===== config.mk =====
export PLATFORM = sky130hd
export DESIGN_NAME = cla_serial_subtractor
export DESIGN_NICKNAME = d
export VERILOG_FILES = /design/src/rtl/arith_pkg.sv /design/src/rtl/cla_sub4_slice.sv /design/src/rtl/cla_serial_subtractor.sv
export SDC_FILE = /design/constraint.sdc
export NUM_CORES = 1
export LEC_CHECK = 0
export ABC_AREA = 0
export BUFFER_PORTS_ARGS = -buffer_cell sky130_fd_sc_hd__buf_2
export CAP_MARGIN = 20
export CELL_PAD_IN_SITES_DETAIL_PLACEMENT = 1
export CELL_PAD_IN_SITES_GLOBAL_PLACEMENT = 1
export CORE_MARGIN = 2
export CORE_UTILIZATION = 43
export DETAILED_ROUTE_END_ITERATION = 8
export GPL_ROUTABILITY_DRIVEN = 0
export PLACE_DENSITY = 0.91
export SYNTH_ARGS = -nofsm -noshare
export SYNTH_HDL_FRONTEND = slang
export SYNTH_SLANG_ARGS = --single-unit

===== constraint.sdc =====
create_clock -name clk -period 5.3 [get_ports clk]
set_input_delay 0.265 -clock clk [delete_from_list [all_inputs] [get_ports clk]]
set_output_delay 0.265 -clock clk [all_outputs]
set_load 0.1 [all_outputs]

===== src/rtl/arith_pkg.sv =====
// Shared arithmetic-datapath definitions.
//   DIGIT_W     : width of one lookahead digit (nibble)
//   sub_state_e : control states of the digit-serial subtractor
package arith_pkg;
    localparam int DIGIT_W = 4;

    typedef enum logic [1:0] {
        IDLE,
        BUSY,
        DONE
    } sub_state_e;
endpackage


===== src/rtl/cla_sub4_slice.sv =====
// 4-bit borrow-lookahead subtract slice: d = a - b - bw_in (mod 16).
// This is the subtract-direction twin of the 4-bit carry-lookahead adder.
// Every internal borrow is a two-level sum of products of g/p/bw_in,
// so there is no ripple path through the nibble.
//   a, b   : minuend / subtrahend digit
//   bw_in  : borrow into bit 0
//   d      : difference digit
//   bw_out : borrow out of bit 3
module cla_sub4_slice
    import arith_pkg::*;
(
    input  logic [DIGIT_W-1:0] a,
    input  logic [DIGIT_W-1:0] b,
    input  logic               bw_in,
    output logic [DIGIT_W-1:0] d,
    output logic               bw_out
);
    logic [DIGIT_W-1:0] g;
    logic [DIGIT_W-1:0] p;
    logic [DIGIT_W:0]   bw;

    // A bit generates a borrow when it is 0 and the subtrahend bit is 1.
    // It passes an incoming borrow on when the two bits are equal.
    assign g = ~a & b;
    assign p = ~(a ^ b);

    always_comb begin
        bw    = '0;
        bw[0] = bw_in;
        bw[1] = g[0] | (p[0] & bw_in);
        bw[2] = g[1] | (p[1] & g[0]) | (p[1] & p[0] & bw_in);
        bw[3] = g[2] | (p[2] & g[1]) | (p[2] & p[1] & g[0])
              | (p[2] & p[1] & p[0] & bw_in);
        bw[4] = g[3] | (p[3] & g[2]) | (p[3] & p[2] & g[1])
              | (p[3] & p[2] & p[1] & g[0])
              | (p[3] & p[2] & p[1] & p[0] & bw_in);
    end

    assign d      = a ^ b ^ bw[DIGIT_W-1:0];
    assign bw_out = bw[DIGIT_W];
endmodule


===== src/rtl/cla_serial_subtractor.sv =====
// Digit-serial WIDTH-bit subtractor: diff = a - b - b_in (mod 2^WIDTH).
// One 4-bit borrow-lookahead slice is shared across all digits and works
// through them LSB first, one digit per cycle. Only one operation is in
// flight at a time.
//   clk, rst_n          : clock, asynchronous active-low reset
//   in_valid / in_ready : operand handshake (a, b, b_in)
//   out_valid/out_ready : result handshake (diff, b_out, overflow)
//   b_out               : unsigned borrow, 1 iff a < b + b_in
//   overflow            : two's-complement overflow of the subtraction
module cla_serial_subtractor
    import arith_pkg::*;
#(
    parameter int WIDTH = 16
) (
    input  logic             clk,
    input  logic             rst_n,
    input  logic             in_valid,
    output logic             in_ready,
    input  logic [WIDTH-1:0] a,
    input  logic [WIDTH-1:0] b,
    input  logic             b_in,
    output logic             out_valid,
    input  logic             out_ready,
    output logic [WIDTH-1:0] diff,
    output logic             b_out,
    output logic             overflow
);
    localparam int NDIG = WIDTH / DIGIT_W;
    localparam int IDXW = (NDIG > 1) ? $clog2(NDIG) : 1;
    localparam logic [IDXW-1:0] LAST = IDXW'(NDIG - 1);

    if ((WIDTH % DIGIT_W) != 0 || WIDTH < DIGIT_W) begin : g_bad_width
        $error("cla_serial_subtractor: WIDTH must be a multiple of 4 and >= 4");
    end

    sub_state_e state, state_nxt;

    logic [NDIG-1:0][DIGIT_W-1:0] a_r;
    logic [NDIG-1:0][DIGIT_W-1:0] b_r;
    logic [NDIG-1:0][DIGIT_W-1:0] diff_r;
    logic [IDXW-1:0]              idx;
    logic                         bw_r;
    logic                         b_out_r;
    logic                         ovf_r;

    logic [DIGIT_W-1:0] slice_d;
    logic               slice_bw;

    cla_sub4_slice u_slice (
        .a      (a_r[idx]),
        .b      (b_r[idx]),
        .bw_in  (bw_r),
        .d      (slice_d),
        .bw_out (slice_bw)
    );

    always_ff @(posedge clk or negedge rst_n) begin
        if (!rst_n) state <= IDLE;
        else        state <= state_nxt;
    end

    always_comb begin
        state_nxt = state;
        in_ready  = 1'b0;
        out_valid = 1'b0;
        case (state)
            IDLE: begin
                in_ready = 1'b1;
                if (in_valid) state_nxt = BUSY;
            end
            BUSY: begin
                if (idx == LAST) state_nxt = DONE;
            end
            DONE: begin
                out_valid = 1'b1;
                if (out_ready) state_nxt = IDLE;
            end
            default: state_nxt = IDLE;
        endcase
    end

    always_ff @(posedge clk or negedge rst_n) begin
        if (!rst_n) begin
            a_r     <= '0;
            b_r     <= '0;
            diff_r  <= '0;
            idx     <= '0;
            bw_r    <= 1'b0;
            b_out_r <= 1'b0;
            ovf_r   <= 1'b0;
        end else begin
            case (state)
                IDLE: begin
                    if (in_valid) begin
                        a_r  <= a;
                        b_r  <= b;
                        bw_r <= b_in;
                        idx  <= '0;
                    end
                end
                BUSY: begin
                    diff_r[idx] <= slice_d;
                    bw_r        <= slice_bw;
                    idx         <= idx + 1'b1;
                    if (idx == LAST) begin
                        // Keep idx in range for non-power-of-two digit counts.
                        idx     <= '0;
                        b_out_r <= slice_bw;
                        // Operands of opposite sign whose result sign differs
                        // from the minuend's have wrapped.
                        ovf_r   <= (a_r[NDIG-1][DIGIT_W-1] != b_r[NDIG-1][DIGIT_W-1])
                                && (slice_d[DIGIT_W-1] != a_r[NDIG-1][DIGIT_W-1]);
                    end
                end
                default: ;
            endcase
        end
    end

    assign diff     = diff_r;
    assign b_out    = b_out_r;
    assign overflow = ovf_r;
endmodule


After elaboration in Yosys (flattened, before gate mapping)
Index checks and enable logic that the tools add are counted.
{"block": "op_classes", "n_addsub": 1, "magnitude_cmp": 2, "n_eq_ne": 8, "mux": 18, "n_bitwise": 31, "n_reduce_logical": 8}
{"cell": "$and A1 B1 Y1", "count": 16}
{"cell": "$bmux W4 S2", "count": 2}
{"cell": "$bwmux W16", "count": 1}
{"cell": "$mux W4", "count": 3}
{"cell": "$mux W2", "count": 5}
{"cell": "$or A1 B1 Y1", "count": 10}
{"cell": "$demux W4 S2", "count": 1}
{"cell": "$not A4 Y4", "count": 2}
{"cell": "$xor A4 B4 Y4", "count": 2}
{"cell": "$ne A2 B2 Y1 const B", "count": 3}
{"cell": "$pmux W2 S3", "count": 1}
{"cell": "$reduce_and A2 Y1", "count": 3}
{"cell": "$and A4 B4 Y4", "count": 1}
{"cell": "$eq A2 B2 Y1 const B", "count": 2}
{"cell": "$pmux W2 S2", "count": 1}
{"cell": "$lt A2 B3 Y1 const B", "count": 1}
{"cell": "$mux W1", "count": 3}
{"cell": "$reduce_and A3 Y1", "count": 1}
{"cell": "$add A2 B1 Y2 const B", "count": 1}
{"cell": "$eq A2 B1 Y1 const B", "count": 1}
{"cell": "$ge A2 B1 Y1 const B", "count": 1}
{"cell": "$logic_and A1 B1 Y1", "count": 2}
{"cell": "$logic_not A2 Y1", "count": 1}
{"cell": "$ne A1 B1 Y1", "count": 2}
{"cell": "2 further kinds", "count": 2}
{"block": "word_totals", "regBits": 55, "out_inout_bits": 20, "elab_cells": 85}

Depth between registers and ports, before layout
{"block": "logic_depth", "depth_word": 11, "mapped_depth": 8, "mapped_depth_nobuf": 7}

Cells and area by module
From an unflattened synthesis, not the netlist that was laid out.
{"block": "unflattened", "cells_unflattened": 243, "area_unflattened_um2": 2582.5}
{"module": "cla_serial_subtractor", "n_inst": 1, "cells_each": 216, "area_each_um2": 2382.3, "seq_area_each_um2": 1376.3}
{"module": "cla_sub4_slice", "n_inst": 1, "cells_each": 27, "area_each_um2": 200.2, "seq_area_each_um2": 0.0}

Least setup slack after synthesis
No wires, ideal clock.
{"block": "synth_path", "path_kind": "flip-flop to flip-flop", "start": "reg state[0]", "end": "reg a_r[0] in the netlist's numbering", "setup_time_ns": 0.117, "arrival_ns": 2.442, "t_required_ns": 5.183, "path_slack_ns": 2.741, "stages_incl_launch_ff": 6, "path_buffers": 1, "synth_period_minus_slack_ns": 2.559, "path_cell_list": "dfrtp_1 > nor2_1 > nand2_1 > clkbuf_1 > nand2_1 > nand2_1"}
{"block": "synth_between", "elab_chain_len": 2}
{"element": "start, declared", "line": "cla_serial_subtractor.sv:36", "source": "sub_state_e state, state_nxt;"}
{"element": "start signal, assigned", "line": "cla_serial_subtractor.sv:59", "source": "else state <= state_nxt;"}
{"element": "$logic_not A2 Y1", "line": "cla_serial_subtractor.sv:92", "source": "case (state)"}
{"element": "$reduce_and A2 Y1 (no source line)"}
{"element": "end signal, assigned", "line": "cla_serial_subtractor.sv:84", "source": "a_r <= '0;"}
{"element": "end signal, assigned", "line": "cla_serial_subtractor.sv:95", "source": "a_r <= a;"}
{"element": "end, declared", "line": "cla_serial_subtractor.sv:38", "source": "logic [NDIG-1:0][DIGIT_W-1:0] a_r;"}
No other way between the ends.
A chain may end at the register's enable or synchronous reset.

Final worst setup path
{"block": "layout_path", "start": "reg idx[0]", "end": "reg diff_r (netlist bit diff[3])"}
{"block": "layout_between", "elab_chain_len": 10, "elab_cells_between_ends": 23, "classes_between": "order compare (2); mux (7); bitwise (13); reduce/logical (1)"}
{"element": "start, declared", "line": "cla_serial_subtractor.sv:41", "source": "logic [IDXW-1:0] idx;"}
{"element": "start signal, assigned", "line": "cla_serial_subtractor.sv:104", "source": "idx <= idx + 1'b1;"}
{"element": "$bmux W4 S2, on equally long branches", "line": "cla_serial_subtractor.sv:50, cla_serial_subtractor.sv:51"}
{"element": "$mux W4, on equally long branches", "line": "cla_serial_subtractor.sv:50, cla_serial_subtractor.sv:51"}
{"element": "$xor A4 B4 Y4 / $not A4 Y4 (equally long branches)", "line": "cla_sub4_slice.sv:25, cla_sub4_slice.sv:39, cla_sub4_slice.sv:24"}
{"element": "$not A4 Y4 / $and A4 B4 Y4 (equally long branches)", "line": "cla_sub4_slice.sv:25, cla_sub4_slice.sv:24"}
{"element": "$and A1 B1 Y1, on equally long branches", "line": "cla_sub4_slice.sv:32, cla_sub4_slice.sv:33"}
{"element": "$or A1 B1 Y1 (tied with other cells)", "line": "cla_sub4_slice.sv:32", "source": "bw[3] = g[2] | (p[2] & g[1]) | (p[2] & p[1] & g[0])"}
{"element": "$or A1 B1 Y1 / $and A1 B1 Y1 (equally long branches)", "line": "cla_sub4_slice.sv:32, cla_sub4_slice.sv:33"}
{"element": "$or A1 B1 Y1", "line": "cla_sub4_slice.sv:33", "source": "| (p[2] & p[1] & p[0] & bw_in);"}
{"element": "$xor A4 B4 Y4", "line": "cla_sub4_slice.sv:39", "source": "assign d = a ^ b ^ bw[DIGIT_W-1:0];"}
{"element": "$bwmux W16 *", "line": "cla_serial_subtractor.sv:102", "source": "diff_r[idx] <= slice_d;"}
{"element": "end signal, assigned by index", "line": "cla_serial_subtractor.sv:102"}
{"element": "end, declared", "line": "cla_serial_subtractor.sv:40", "source": "logic [NDIG-1:0][DIGIT_W-1:0] diff_r;"}
Every way passes the cells marked *; elsewhere a longest branch is shown, timed or not. The select of a mux whose other input is x is not followed.

==> metrics.csv <==
metric,value,unit
status,"complete, no violations",
CTS clock-pin slew for the worst setup and hold paths,0.11,ns
GRT Util Overall,21.0,%
min Tclk post-route,2.80,ns
CTS sink cnt,55,
CTS buffer count,5,
Row Count,27,
Worst slew margin,53.6,%
Synthesis Warnings,0,
"Max FO, Critical Path",13,
Worst Tran Pin Value,0.696,ns
post_cts resized,0,
leading area contributor after synthesis,dfrtp_1,
Routed WL per cell,15.9,um
Antenna Cells,0,
post-detail-place hpwl,4380,um
root buffer cell,clkbuf_8,
hold_buf cts,0,
synthesized cell area,0.00249,mm^2
number of max-cap violations,0,
r2r setup slk,2.50,ns
critical path type,register to register,
syn_nets,302,
vias per inst,5.17,
f_max,357,MHz
die height,80.0,um
IO Count,57,
fillcell total,683,
Yosys top cell area share,55.4,%
reg-to-reg endpoint,diff[3]$_DFFE_PN0P_,
Synth area leaders,"dfrtp_1 (55%), nand2_1 (18%), mux4_2 (7.2%), o21ai_0 (4.2%), ha_1 (4.0%)",
share of synthesized flip-flops with an asynchronous set or reset,100,%
syn avg cell area,9.71,um^2
area grow syn2layout,19.8,%
Nets,359,
final WL,6140,um
reg2reg path depth,7,
crit path launch,idx[0]$_DFFE_PN0P_,
Residual DRC,0,
Critical Path End,diff[3]$_DFFE_PN0P_,
startpoint types,register,
clock skew,0.0133,ns
I/O Buffers,56,
H-Tree Depth,2,
Tcrit/Tclk final,52.8,%
"CP delay by family, top",flip-flops,
sequential area share after synthesis,55.4,%
first drt pass iteration count,4,
Reg-to-Reg Start,idx[0]$_DFFE_PN0P_,
GR Overflow Total,0,
RSZ-0062 raised after global routing,false,
WP data required,5.49,ns
die boundary width,80.0,um
Buf/Inv on CP,1,
Synth Flop Type,dfrtp_1,
CP Depth,7,
Worst-Skew Late Latency,0.32,ns
Hold Fails Final Rpt,0,
pin count of the biggest net entering global routing,56,
initial DRC count,102,
Worst path slowest cell,dfrtp_1,
Seq. cell area,0.00138,mm^2
ANT nets after route,0,
final setup vio count,0,
vias in the first global route,2130,
die area,0.00641,mm^2
WP data arrival,2.99,ns
synth unique cells,28,
maximum clock path buffer count,2,
cell chain of the critical path,"mux4_2, inv_1, ha_1, a21o_1, and4_4, nor3_1, o21ai_0",
first-pass GRT wire length,10100,um
area of the multi-input gates,0.00105,mm^2
setup TNS,0,ns
Post-synth EDFFs,0,
CTS tree,built,
Min-Delay Path Class,input pin to async pin,
Finished Core Util,53.7,%
number of synthesized register bits,55,
Max Slew Vio Count,0,
antenna violations before repair,0,
layout cells sized above 1,24.8,%
postcts setup bufs,0,
total core area,0.00554,mm^2
critical path capture point type,register,
Vias,1997,
"slowest stage delay, CP",0.77,ns
initial core utilization,44.9,%
Post-Synthesis Cells,256,
==> flip-flops by register name, indices dropped and copies added, names as in the netlist <==
signal / flops
b_out: 1
diff: 16
a_r: 16
bw_r: 1
idx: 2
overflow: 1
state: 2
b_r: 16
==> per-stage QoR <==
stage | setup slack (ns) | area, um^2 | std cells | hold slack [ns]
2_1_floorplan | 2.74 | 2490 | 256 | -0.0306
3_3_place_gp | 2.65 | 2840 | 377 | 0.427
3_5_place_dp | 2.50 | 2840 | 377 | 0.444
4_1_cts | 2.47 | 2950 | 385 | 0.0860
5_1_grt | 2.26 | 2980 | 386 | 0.132
6_report | 2.50 | 2980 | 386 | 0.0690
==> logic make-up (layout without fill, tap and decap cells) <==
kind of cell	count (synthesis)	count (layout)	share of synthesized area, %
muxes	8	8	7.25
DFF	55	55	55.4
buffers and inverters	16	74	2.67
and+or+nand+nor	135	135	22.1
xor gates and xnor gates	2	2	0.705
adders and majority gates	9	9	4.83
AOI/OAI and AO/OA	31	31	7.05
==> placed cells by master, fill, tap and decap left out, types with 2 or more instances in the layout <==
cell and count:
o21ai_0 21, ha_1 8, inv_1 7, nand2_1 120, buf_4 2, dfrtp_1 55
nor2_1 3, o31ai_1 3, buf_2 56, nand2b_1 2, a21oi_1 2, nor2b_1 2
nor3_1 2, mux4_2 8, clkbuf_8 5
==> synth_stat cells, drive strengths merged (2+ instances only) <==
cell / count
ha: 8
nand2b: 2
nor3: 2
buf: 5
inv: 7
o31ai: 3
mux4: 8
dfrtp: 55
nor2: 3
o21ai: 21
a21oi: 2
clkbuf: 4
nor2b: 2
nand2: 120
nor3b: 2
==> routing by layer <==
layer  GRT usage (%)  part of all wire (%)  up-vias
li1                -                     -      951
met1            25.7                    42      972
met2            35.9                    52       61
met3            4.07                   4.5       13
met4            9.15                   2.2        0
met5               0                     0        -
==> worst reg2reg max path: cells and delay by family, from the launching register on <==
kind,cells,cell delay [ns]
mux,1,0.58
simple gates,2,0.59
flops,1,0.77
fa+ha+maj,1,0.26
buf+inv,1,0.11
compound gates,2,0.37
==> final cells by class <==
class	count	share of cell area (%)
sequential	55	46.2
multi-input combinational	185	35.3
timing repair buffer	59	10.8
tap	72	3.03
clock buffer	5	2.31
clock inverter	3	1.47
inverter	7	0.882
==> worst min-delay path by stage <==
stage	to	slack, ns	depth (start not counted)
after global placement	b_r[14]$_DFFE_PN0P_	0.43	2
after CTS	state[1]$_DFFE_PN0P_	0.09	2
after floorplan	a_r[0]$_DFFE_PN0P_	-0.03	0
final	b_r[10]$_DFFE_PN0P_	0.07	2
after detailed placement	b_r[10]$_DFFE_PN0P_	0.44	2
after global routing	idx[0]$_DFFE_PN0P_	0.13	2
Power is left out: the tool's default activity adds up to more than one toggle a clock period on the data nets, which glitch-free logic cannot reach.
